$ cat config.mk
export PLATFORM = sky130hd
export DESIGN_NAME = program_loader_flat
export DESIGN_NICKNAME = d
export VERILOG_FILES = /design/src/rtl/program_loader_pkg.sv /design/src/rtl/program_loader_if.sv /design/src/rtl/loader_checksum.sv /design/src/rtl/program_loader.sv /design/src/flat_wrapper.sv
export SDC_FILE = /design/constraint.sdc
export NUM_CORES = 1
export LEC_CHECK = 0
export BUFFER_PORTS_ARGS = -buffer_cell sky130_fd_sc_hd__buf_4
export CORE_MARGIN = 2
export CORE_UTILIZATION = 61
export DETAILED_ROUTE_END_ITERATION = 16
export GPL_ROUTABILITY_DRIVEN = 0
export GPL_TIMING_DRIVEN = 0
export HOLD_SLACK_MARGIN = 0.15
export PLACE_DENSITY = 0.92
export SLEW_MARGIN = 10
export SYNTH_ARGS = -nofsm -noshare
export SYNTH_HDL_FRONTEND = slang
export SYNTH_HIERARCHICAL = 1
export SYNTH_SLANG_ARGS = --single-unit
$ cat constraint.sdc
create_clock -name i_clock -period 3.2 [get_ports i_clock]
set_input_delay 0.48 -clock i_clock [delete_from_list [all_inputs] [get_ports i_clock]]
set_output_delay 0.48 -clock i_clock [all_outputs]
set_load 0.03 [all_outputs]
$ cat src/rtl/program_loader_pkg.sv
// rtl/program_loader_pkg.sv - shared loader states, stream constants and state decode helper
package loader_pkg;

  typedef enum logic [2:0] {
    ST_IDLE,
    ST_ADDR,
    ST_COUNT,
    ST_HI,
    ST_LO,
    ST_CHK,
    ST_REL,
    ST_ERR
  } state_t;

  // Data words arrive high byte first on the stream.
  localparam bit HIGH_BYTE_FIRST = 1'b1;

  // A count byte of zero stands for a full 256-word image.
  localparam logic [8:0] COUNT_ZERO_WORDS = 9'd256;

  // States in which the loader takes bytes from the stream.
  function automatic logic accepts_bytes(input state_t s);
    return (s == ST_ADDR) || (s == ST_COUNT) || (s == ST_HI) ||
           (s == ST_LO) || (s == ST_CHK);
  endfunction

endpackage

$ cat src/rtl/program_loader_if.sv
// rtl/program_loader_if.sv - byte stream, instruction-RAM write and CPU control bundle
interface program_loader_if;
  logic        load_req;
  logic        in_valid;
  logic [7:0]  in_data;
  logic        in_ready;
  logic        imem_we;
  logic [7:0]  imem_addr;
  logic [15:0] imem_wdata;
  logic        cpu_hold;
  logic        busy;
  logic        done;
  logic        error;

  // Host side: requests loads and supplies the byte stream.
  modport master (
    output load_req, in_valid, in_data,
    input  in_ready, imem_we, imem_addr, imem_wdata, cpu_hold, busy, done, error
  );

  // Loader side.
  modport slave (
    input  load_req, in_valid, in_data,
    output in_ready, imem_we, imem_addr, imem_wdata, cpu_hold, busy, done, error
  );
endinterface

$ cat src/rtl/loader_checksum.sv
// rtl/loader_checksum.sv - 8-bit XOR accumulator with clear and enable
module loader_checksum (
  input  logic       i_clock,
  input  logic       i_reset,
  input  logic       i_clear,
  input  logic       i_enable,
  input  logic [7:0] i_data,
  output logic [7:0] o_sum
);
  logic [7:0] r_sum;

  // Fold each enabled byte into the running XOR; clear wins over enable.
  always_ff @(posedge i_clock or negedge i_reset) begin
    if (!i_reset) begin
      r_sum <= 8'h00;
    end else if (i_clear) begin
      r_sum <= 8'h00;
    end else if (i_enable) begin
      r_sum <= r_sum ^ i_data;
    end
  end

  assign o_sum = r_sum;
endmodule

$ cat src/rtl/program_loader.sv
// rtl/program_loader.sv - byte-stream instruction-RAM loader; checksum stage under PROGRAM_LOADER_CHECKSUM_EN
module program_loader
  import loader_pkg::*;
#(
  parameter bit BOOT_LOAD = 1'b1
) (
  input  logic             i_clock,
  input  logic             i_reset,
  program_loader_if.slave  bus
);
  state_t      r_state;
  state_t      w_next;
  logic        r_in_ready;
  logic        r_cpu_hold;
  logic        r_busy;
  logic        r_done;
  logic        r_imem_we;
  logic [7:0]  r_addr;
  logic [7:0]  r_imem_addr;
  logic [7:0]  r_first_byte;
  logic [15:0] r_imem_wdata;
  logic [8:0]  r_count;
  logic        w_accept;
  logic        w_start;
  logic        w_last;
  logic [15:0] w_word;

  assign w_accept = bus.in_valid & r_in_ready;
  assign w_start  = bus.load_req & ((r_state == ST_IDLE) || (r_state == ST_ERR));
  assign w_last   = (r_count == 9'd1);
  assign w_word   = HIGH_BYTE_FIRST ? {r_first_byte, bus.in_data} : {bus.in_data, r_first_byte};

`ifdef PROGRAM_LOADER_CHECKSUM_EN
  logic [7:0] w_sum;
  logic       w_sum_ok;
  logic       r_error;

  loader_checksum u_checksum (
    .i_clock  (i_clock),
    .i_reset  (i_reset),
    .i_clear  (w_start),
    .i_enable (w_accept),
    .i_data   (bus.in_data),
    .o_sum    (w_sum)
  );

  assign w_sum_ok  = (bus.in_data == w_sum);
  assign bus.error = r_error;

  // Error is simply "sitting in ERR", so a new request clears it.
  always_ff @(posedge i_clock or negedge i_reset) begin
    if (!i_reset) r_error <= 1'b0;
    else          r_error <= (w_next == ST_ERR);
  end
`else
  assign bus.error = 1'b0;
`endif

  // Next-state selection for the load sequence.
  always_comb begin
    w_next = r_state;
    case (r_state)
      ST_IDLE, ST_ERR: if (w_start) w_next = ST_ADDR;
      ST_ADDR:  if (w_accept) w_next = ST_COUNT;
      ST_COUNT: if (w_accept) w_next = ST_HI;
      ST_HI:    if (w_accept) w_next = ST_LO;
      ST_LO: begin
        if (w_accept) begin
`ifdef PROGRAM_LOADER_CHECKSUM_EN
          w_next = w_last ? ST_CHK : ST_HI;
`else
          w_next = w_last ? ST_REL : ST_HI;
`endif
        end
      end
`ifdef PROGRAM_LOADER_CHECKSUM_EN
      ST_CHK:   if (w_accept) w_next = w_sum_ok ? ST_REL : ST_ERR;
`endif
      ST_REL:   w_next = ST_IDLE;
      default:  w_next = ST_IDLE;
    endcase
  end

  // State, datapath and registered outputs. done/cpu-release are taken from
  // the REL state register so they appear one cycle after the final write
  // pulse, i.e. only once the RAM has committed the last word.
  always_ff @(posedge i_clock or negedge i_reset) begin
    if (!i_reset) begin
      r_state      <= BOOT_LOAD ? ST_ADDR : ST_IDLE;
      r_in_ready   <= BOOT_LOAD;
      r_cpu_hold   <= BOOT_LOAD;
      r_busy       <= BOOT_LOAD;
      r_done       <= 1'b0;
      r_imem_we    <= 1'b0;
      r_imem_addr  <= 8'h00;
      r_imem_wdata <= 16'h0000;
      r_addr       <= 8'h00;
      r_first_byte <= 8'h00;
      r_count      <= 9'd0;
    end else begin
      r_state    <= w_next;
      r_in_ready <= accepts_bytes(w_next);
      r_cpu_hold <= (w_next != ST_IDLE);
      r_busy     <= !((w_next == ST_IDLE) || (w_next == ST_ERR));
      r_done     <= (r_state == ST_REL);
      r_imem_we  <= 1'b0;
      if (w_accept) begin
        case (r_state)
          ST_ADDR:  r_addr <= bus.in_data;
          ST_COUNT: r_count <= (bus.in_data == 8'h00) ? COUNT_ZERO_WORDS : {1'b0, bus.in_data};
          ST_HI:    r_first_byte <= bus.in_data;
          ST_LO: begin
            r_imem_we    <= 1'b1;
            r_imem_addr  <= r_addr;
            r_imem_wdata <= w_word;
            r_addr       <= r_addr + 8'd1;
            r_count      <= r_count - 9'd1;
          end
          default: ;
        endcase
      end
    end
  end

  assign bus.in_ready   = r_in_ready;
  assign bus.cpu_hold   = r_cpu_hold;
  assign bus.busy       = r_busy;
  assign bus.done       = r_done;
  assign bus.imem_we    = r_imem_we;
  assign bus.imem_addr  = r_imem_addr;
  assign bus.imem_wdata = r_imem_wdata;
endmodule

$ cat src/flat_wrapper.sv
// flat-port wrapper written by rule: the top's interface ports become plain ports
module program_loader_flat import loader_pkg::*;
#(
  parameter bit BOOT_LOAD = 1'b1
)
  (i_clock, i_reset, bus_load_req, bus_in_valid, bus_in_data, bus_in_ready, bus_imem_we, bus_imem_addr, bus_imem_wdata, bus_cpu_hold, bus_busy, bus_done, bus_error);
  program_loader_if bus_i ();
  input  logic i_clock;
  input  logic i_reset;
  input wire logic [$bits(bus_i.load_req)-1:0] bus_load_req;
  input wire logic [$bits(bus_i.in_valid)-1:0] bus_in_valid;
  input wire logic [$bits(bus_i.in_data)-1:0] bus_in_data;
  output wire logic [$bits(bus_i.in_ready)-1:0] bus_in_ready;
  output wire logic [$bits(bus_i.imem_we)-1:0] bus_imem_we;
  output wire logic [$bits(bus_i.imem_addr)-1:0] bus_imem_addr;
  output wire logic [$bits(bus_i.imem_wdata)-1:0] bus_imem_wdata;
  output wire logic [$bits(bus_i.cpu_hold)-1:0] bus_cpu_hold;
  output wire logic [$bits(bus_i.busy)-1:0] bus_busy;
  output wire logic [$bits(bus_i.done)-1:0] bus_done;
  output wire logic [$bits(bus_i.error)-1:0] bus_error;
  assign bus_i.load_req = bus_load_req;
  assign bus_i.in_valid = bus_in_valid;
  assign bus_i.in_data = bus_in_data;
  assign bus_in_ready = bus_i.in_ready;
  assign bus_imem_we = bus_i.imem_we;
  assign bus_imem_addr = bus_i.imem_addr;
  assign bus_imem_wdata = bus_i.imem_wdata;
  assign bus_cpu_hold = bus_i.cpu_hold;
  assign bus_busy = bus_i.busy;
  assign bus_done = bus_i.done;
  assign bus_error = bus_i.error;
  program_loader #(.BOOT_LOAD(BOOT_LOAD)) u_core (.i_clock(i_clock), .i_reset(i_reset), .bus(bus_i));
endmodule
### After elaboration in Yosys (flattened, before gate mapping)

Cells that the tools add are included.

* bitwise logic cells: 2
* $add $sub $neg: 2
* reductions and logical operators: 18
* eq/ne operators: 13
* mux-type cells: 12

Operators by type and width (count)
* 3-bit equality test (second input constant): 6
* 3-bit two-way mux: 6
* 9-bit case mux with 2 select lines: 1
* 8-bit case mux with 2 select lines: 1
* 3-bit case mux with 5 select lines: 1
* 3-bit by 2-bit equality test with 1-bit output (second input constant): 4
* 9-bit by 1-bit equality test with 1-bit output (second input constant): 1
* 9-bit two-way mux: 1
* 9-bit by 1-bit subtractor with 9-bit output (second input constant): 1
* 8-bit by 1-bit adder with 8-bit output (second input constant): 1
* 8-bit zero test: 1
* 2-bit AND reduction: 4
* 3-bit by 1-bit equality test with 1-bit output (second input constant): 2
* 3-bit zero test: 2
* 1-bit logical OR: 6
* 2-bit nonzero test: 2
* 3-bit nonzero test: 1
* 1-bit AND: 2
* 1-bit two-way mux: 2
* 2-bit OR reduction: 1
* 1-bit zero test: 1

* word-level logic and storage cells: 58
* register bits: 57

### Longest topological paths before layout

* word-level depth: 10
* mapped depth: 7
* gate-level depth less buffers: 6

### Least setup slack after synthesis

Ideal clock, no wire load.

* path type: register to register
* start point: register u_core.r_in_ready (netlist: u_core/bus.in_ready)
* end point: register u_core.r_count[0]
* arrival: 1.633 ns
* period minus slack after synthesis: 1.757 ns
* path slack: 1.443 ns
* path buffers: 1
* data required time: 3.076 ns
* cell stages (with the launch flop): 5
* cell sequence: dfstp_2 nand2_1 or3_1 clkbuf_1 a211o_1

* word-level cells in the longest chain between the ends: 2

Ends and longest elaborated chain
* start: declaration: line program_loader.sv:13 `logic r_in_ready;`
* start signal: assignment: line program_loader.sv:102 `r_in_ready <= accepts_bytes(w_next);`
* 1-bit AND: line program_loader.sv:28 `assign w_accept = bus.in_valid & r_in_ready;`
* 2-bit AND reduction (no line)
* end signal: assignment: line program_loader.sv:110 `ST_COUNT: r_count <= (bus.in_data == 8'h00) ? COUNT_ZERO_WORDS : {1'b0, bus.in_data};`
* end signal: assignment: line program_loader.sv:117 `r_count <= r_count - 9'd1;`
* end: declaration: line program_loader.sv:22 `logic [8:0] r_count;`

No other way between the ends.
A chain may end at the register's enable or synchronous reset.

### Worst setup path after layout

* start point: register u_core.r_in_ready (netlist: u_core/bus.in_ready)
* end point: register u_core.r_addr[4]

* word-level cells in the longest chain between the ends: 2

Ends and longest elaborated chain
* 1-bit AND: line program_loader.sv:28
* 2-bit AND reduction (no line)
* end signal: assignment: line program_loader.sv:109 `ST_ADDR: r_addr <= bus.in_data;`
* end signal: assignment: line program_loader.sv:116 `r_addr <= r_addr + 8'd1;`
* end: declaration: line program_loader.sv:18 `logic [7:0] r_addr;`

No other way between the ends.

==> metrics.txt <==
Power Dens Cells=992 mW/mm2; sequential element share of the synthesized area=50.8%; CP Class=reg2reg; # diodes=0; fmax=497 MHz; commonest non-fill, non-tap cell in the layout=dfrtp_1; Final Util=76.8%; Worst Path Required=3440 ps; Resized Gates After CTS=0; Finished Cell Area=0.00339 mm2; Critical Path Start=u_core/bus.in_ready; per-cell routed wire length=18.1 um; unrepaired setup endpoints after global routing=false; placed cell area=0.00318 mm2; Top Layer Used=met4; initial antenna violation count=0; Initial Util=63.8%; Die Height=72.0 um; largest net degree at the start of global routing=58; die width=72.0 um; hold buffer count at cts=0; ys async rst share=100%; most frequent cells in the layout=dfrtp_1 (53), buf_4 (41), nand2_1 (23), mux2_4 (19), o21ai_0 (16); PortBufs=40; Final Hold Violating Endpoints=0; Congestion Overflow GR=0; DRT met1 WL=2.65 mm; Total Wirelength=6.30 mm; normalized max-slew margin=53.7%; Final Max Slew Viols=0; TritonCTS clock tree=built; Post-Synthesis Cells=241; TritonCTS Sinks=57; FF-to-FF path depth=5; YS warnings=6; Critical Path Start Type=register; clk_skew=4.31 ps; root buffer cell=clkbuf_8; number of global-route vias before repair=2067; fillcell total=250; share of layout cells above drive strength 1=37.0%; vias per cell=6.19; Hold/Removal Path Class=in2async; CTS Buf Count=9; Netlist cell types=49; Worst-Skew Late Latency=330 ps; Remaining DRCs=0; minimum hold slack=183 ps; first-pass GRT wire length=10.2 mm; GRT Util Overall=26.1%; arrival time at the worst endpoint=2250 ps; Clock transition at path regs=60 ps; postcts setup bufs=0; R2R Path Start=u_core/bus.in_ready; die area=0.00518 mm2; max cap viols=0; met3 WL=383 um; Vias=2161; Mapped Area=0.00282 mm2; most common flop cell mapped by yosys=dfrtp_1; Fin Setup TNS=0 ps; Total Power=3.36 mW; Worst Tran Pin Value=694 ps; Met2 Wirelength=3.05 mm; Final min period=2010 ps; synthesized area per cell=11.7 um2; worst ir drop on vdd=0.000468 V; dpl cells=333; Syn Nets=256; number of synthesized flops with an enable pin=0; status=completed; DR pass1 iterations=5; Layout area overhead=20.4%; crit-path max FO=10; Final Cycle Share=62.9%; number of cell rows=24; H-tree depth=3; pre-CTS setup slack=1270 ps; flop and latch count out of synthesis=57; final setup slack of the worst path=1190 ps; CP endpoint kind=register; Top-Level Pins=42; Post-DP HPWL=4.29 mm; final setup violation count=0; nets=307; Layout Cells excl Fill=349; DR iter-0 viols=197; P_leak=1.58 nW; ANT nets after route=0; Max Buffers Root-to-Sink=2; core area=0.00441 mm2
[flip-flops by register name, summed over array words and instances (netlist names)]
signal and cells:
u_core/bus.done 1, u_core/bus.imem_addr 8, u_core/bus.imem_wdata 16, u_core/bus.cpu_hold 1, u_core/bus.in_ready 1, u_core/r_addr 8, u_core/bus.imem_we 1, u_core/r_first_byte 8
u_core/r_state 3, u_core/r_count 9, u_core/bus.busy 1
[synthesized netlist by cell type (all sizes together), types with 2 or more instances]
cell type  number  area share [%]
dfrtp          53              47
mux2           33              16
nand2          23             3.1
o21ai          18             3.2
a21oi          13             2.3
buf            12             3.7
nor2           11             2.0
a22o            6             1.9
nand3           6             1.1
nor3            6             1.1
a2bb2oi         4             1.2
clkbuf          4            0.53
dfstp           4             3.7
or3             4             1.1
ha              3             1.3
inv             3            0.40
o22ai           3            0.67
or3b            3            0.93
a31oi           2            0.44
and3            2            0.44
mux2i           2            0.71
nand3b          2            0.53
nor3b           2            0.71
nor4            2            0.44
o31ai           2            0.53
o32ai           2            0.62
or4             2            0.53
xnor2           2            0.62
[critical path: stages (launching register included)]
cell     delay (ps)
dfstp_2         540
nand2_1         240
nor3_1          560
buf_2           320
a21oi_1          90
a21oi_1         170
[where the power goes]
part           switching, mW  internal (mW)
sequential             0.238           1.04
clock                  0.279          0.434
combinational          0.750          0.625
total                   1.27           2.10
[final timing paths]
| check | endpoint | slack (ps) |
|---|---|---|
| worst min register to register | u_core/bus.imem_wdata[8] | 500 |
| min in group i_clock | u_core/bus.imem_wdata[6] | 410 |
| worst min-delay path | u_core/bus.imem_wdata[11] | 180 |
| worst max register to register | u_core/r_addr[4] | 1190 |
| max in group asynchronous | u_core/bus.imem_wdata[7] | 2540 |
| worst max-delay path | u_core/r_addr[4] | 1190 |
[logic make-up after synthesis]
logic type	share of synthesized area (%)
fa+ha+maj	1.33
xor+xnor	0.622
other cells	0.133
compound gates	13.3
flops	50.8
mux	16.4
buf+inv	4.66
simple gates	12.7
[layout make-up]
cell class | instances | area (um2) | area share (%)
clock inverters | 6 | 82.6 | 2.43
plain buffers | 16 | 120 | 3.54
well taps | 52 | 65.1 | 1.92
flip-flops and latches | 57 | 1430 | 42.2
repair buffers | 40 | 300 | 8.85
multi-input cells | 165 | 1250 | 37.0
clock buffers | 10 | 128 | 3.76
inverters | 3 | 11.3 | 0.332
[routing by layer]
metal / global-route usage [%] / vias up
li1: - / 979
met1: 33.7 / 1061
met2: 41.8 / 100
met3: 6.81 / 21
met4: 11.9 / 0
met5: 0 / -
(Power assumes the default switching activity.)
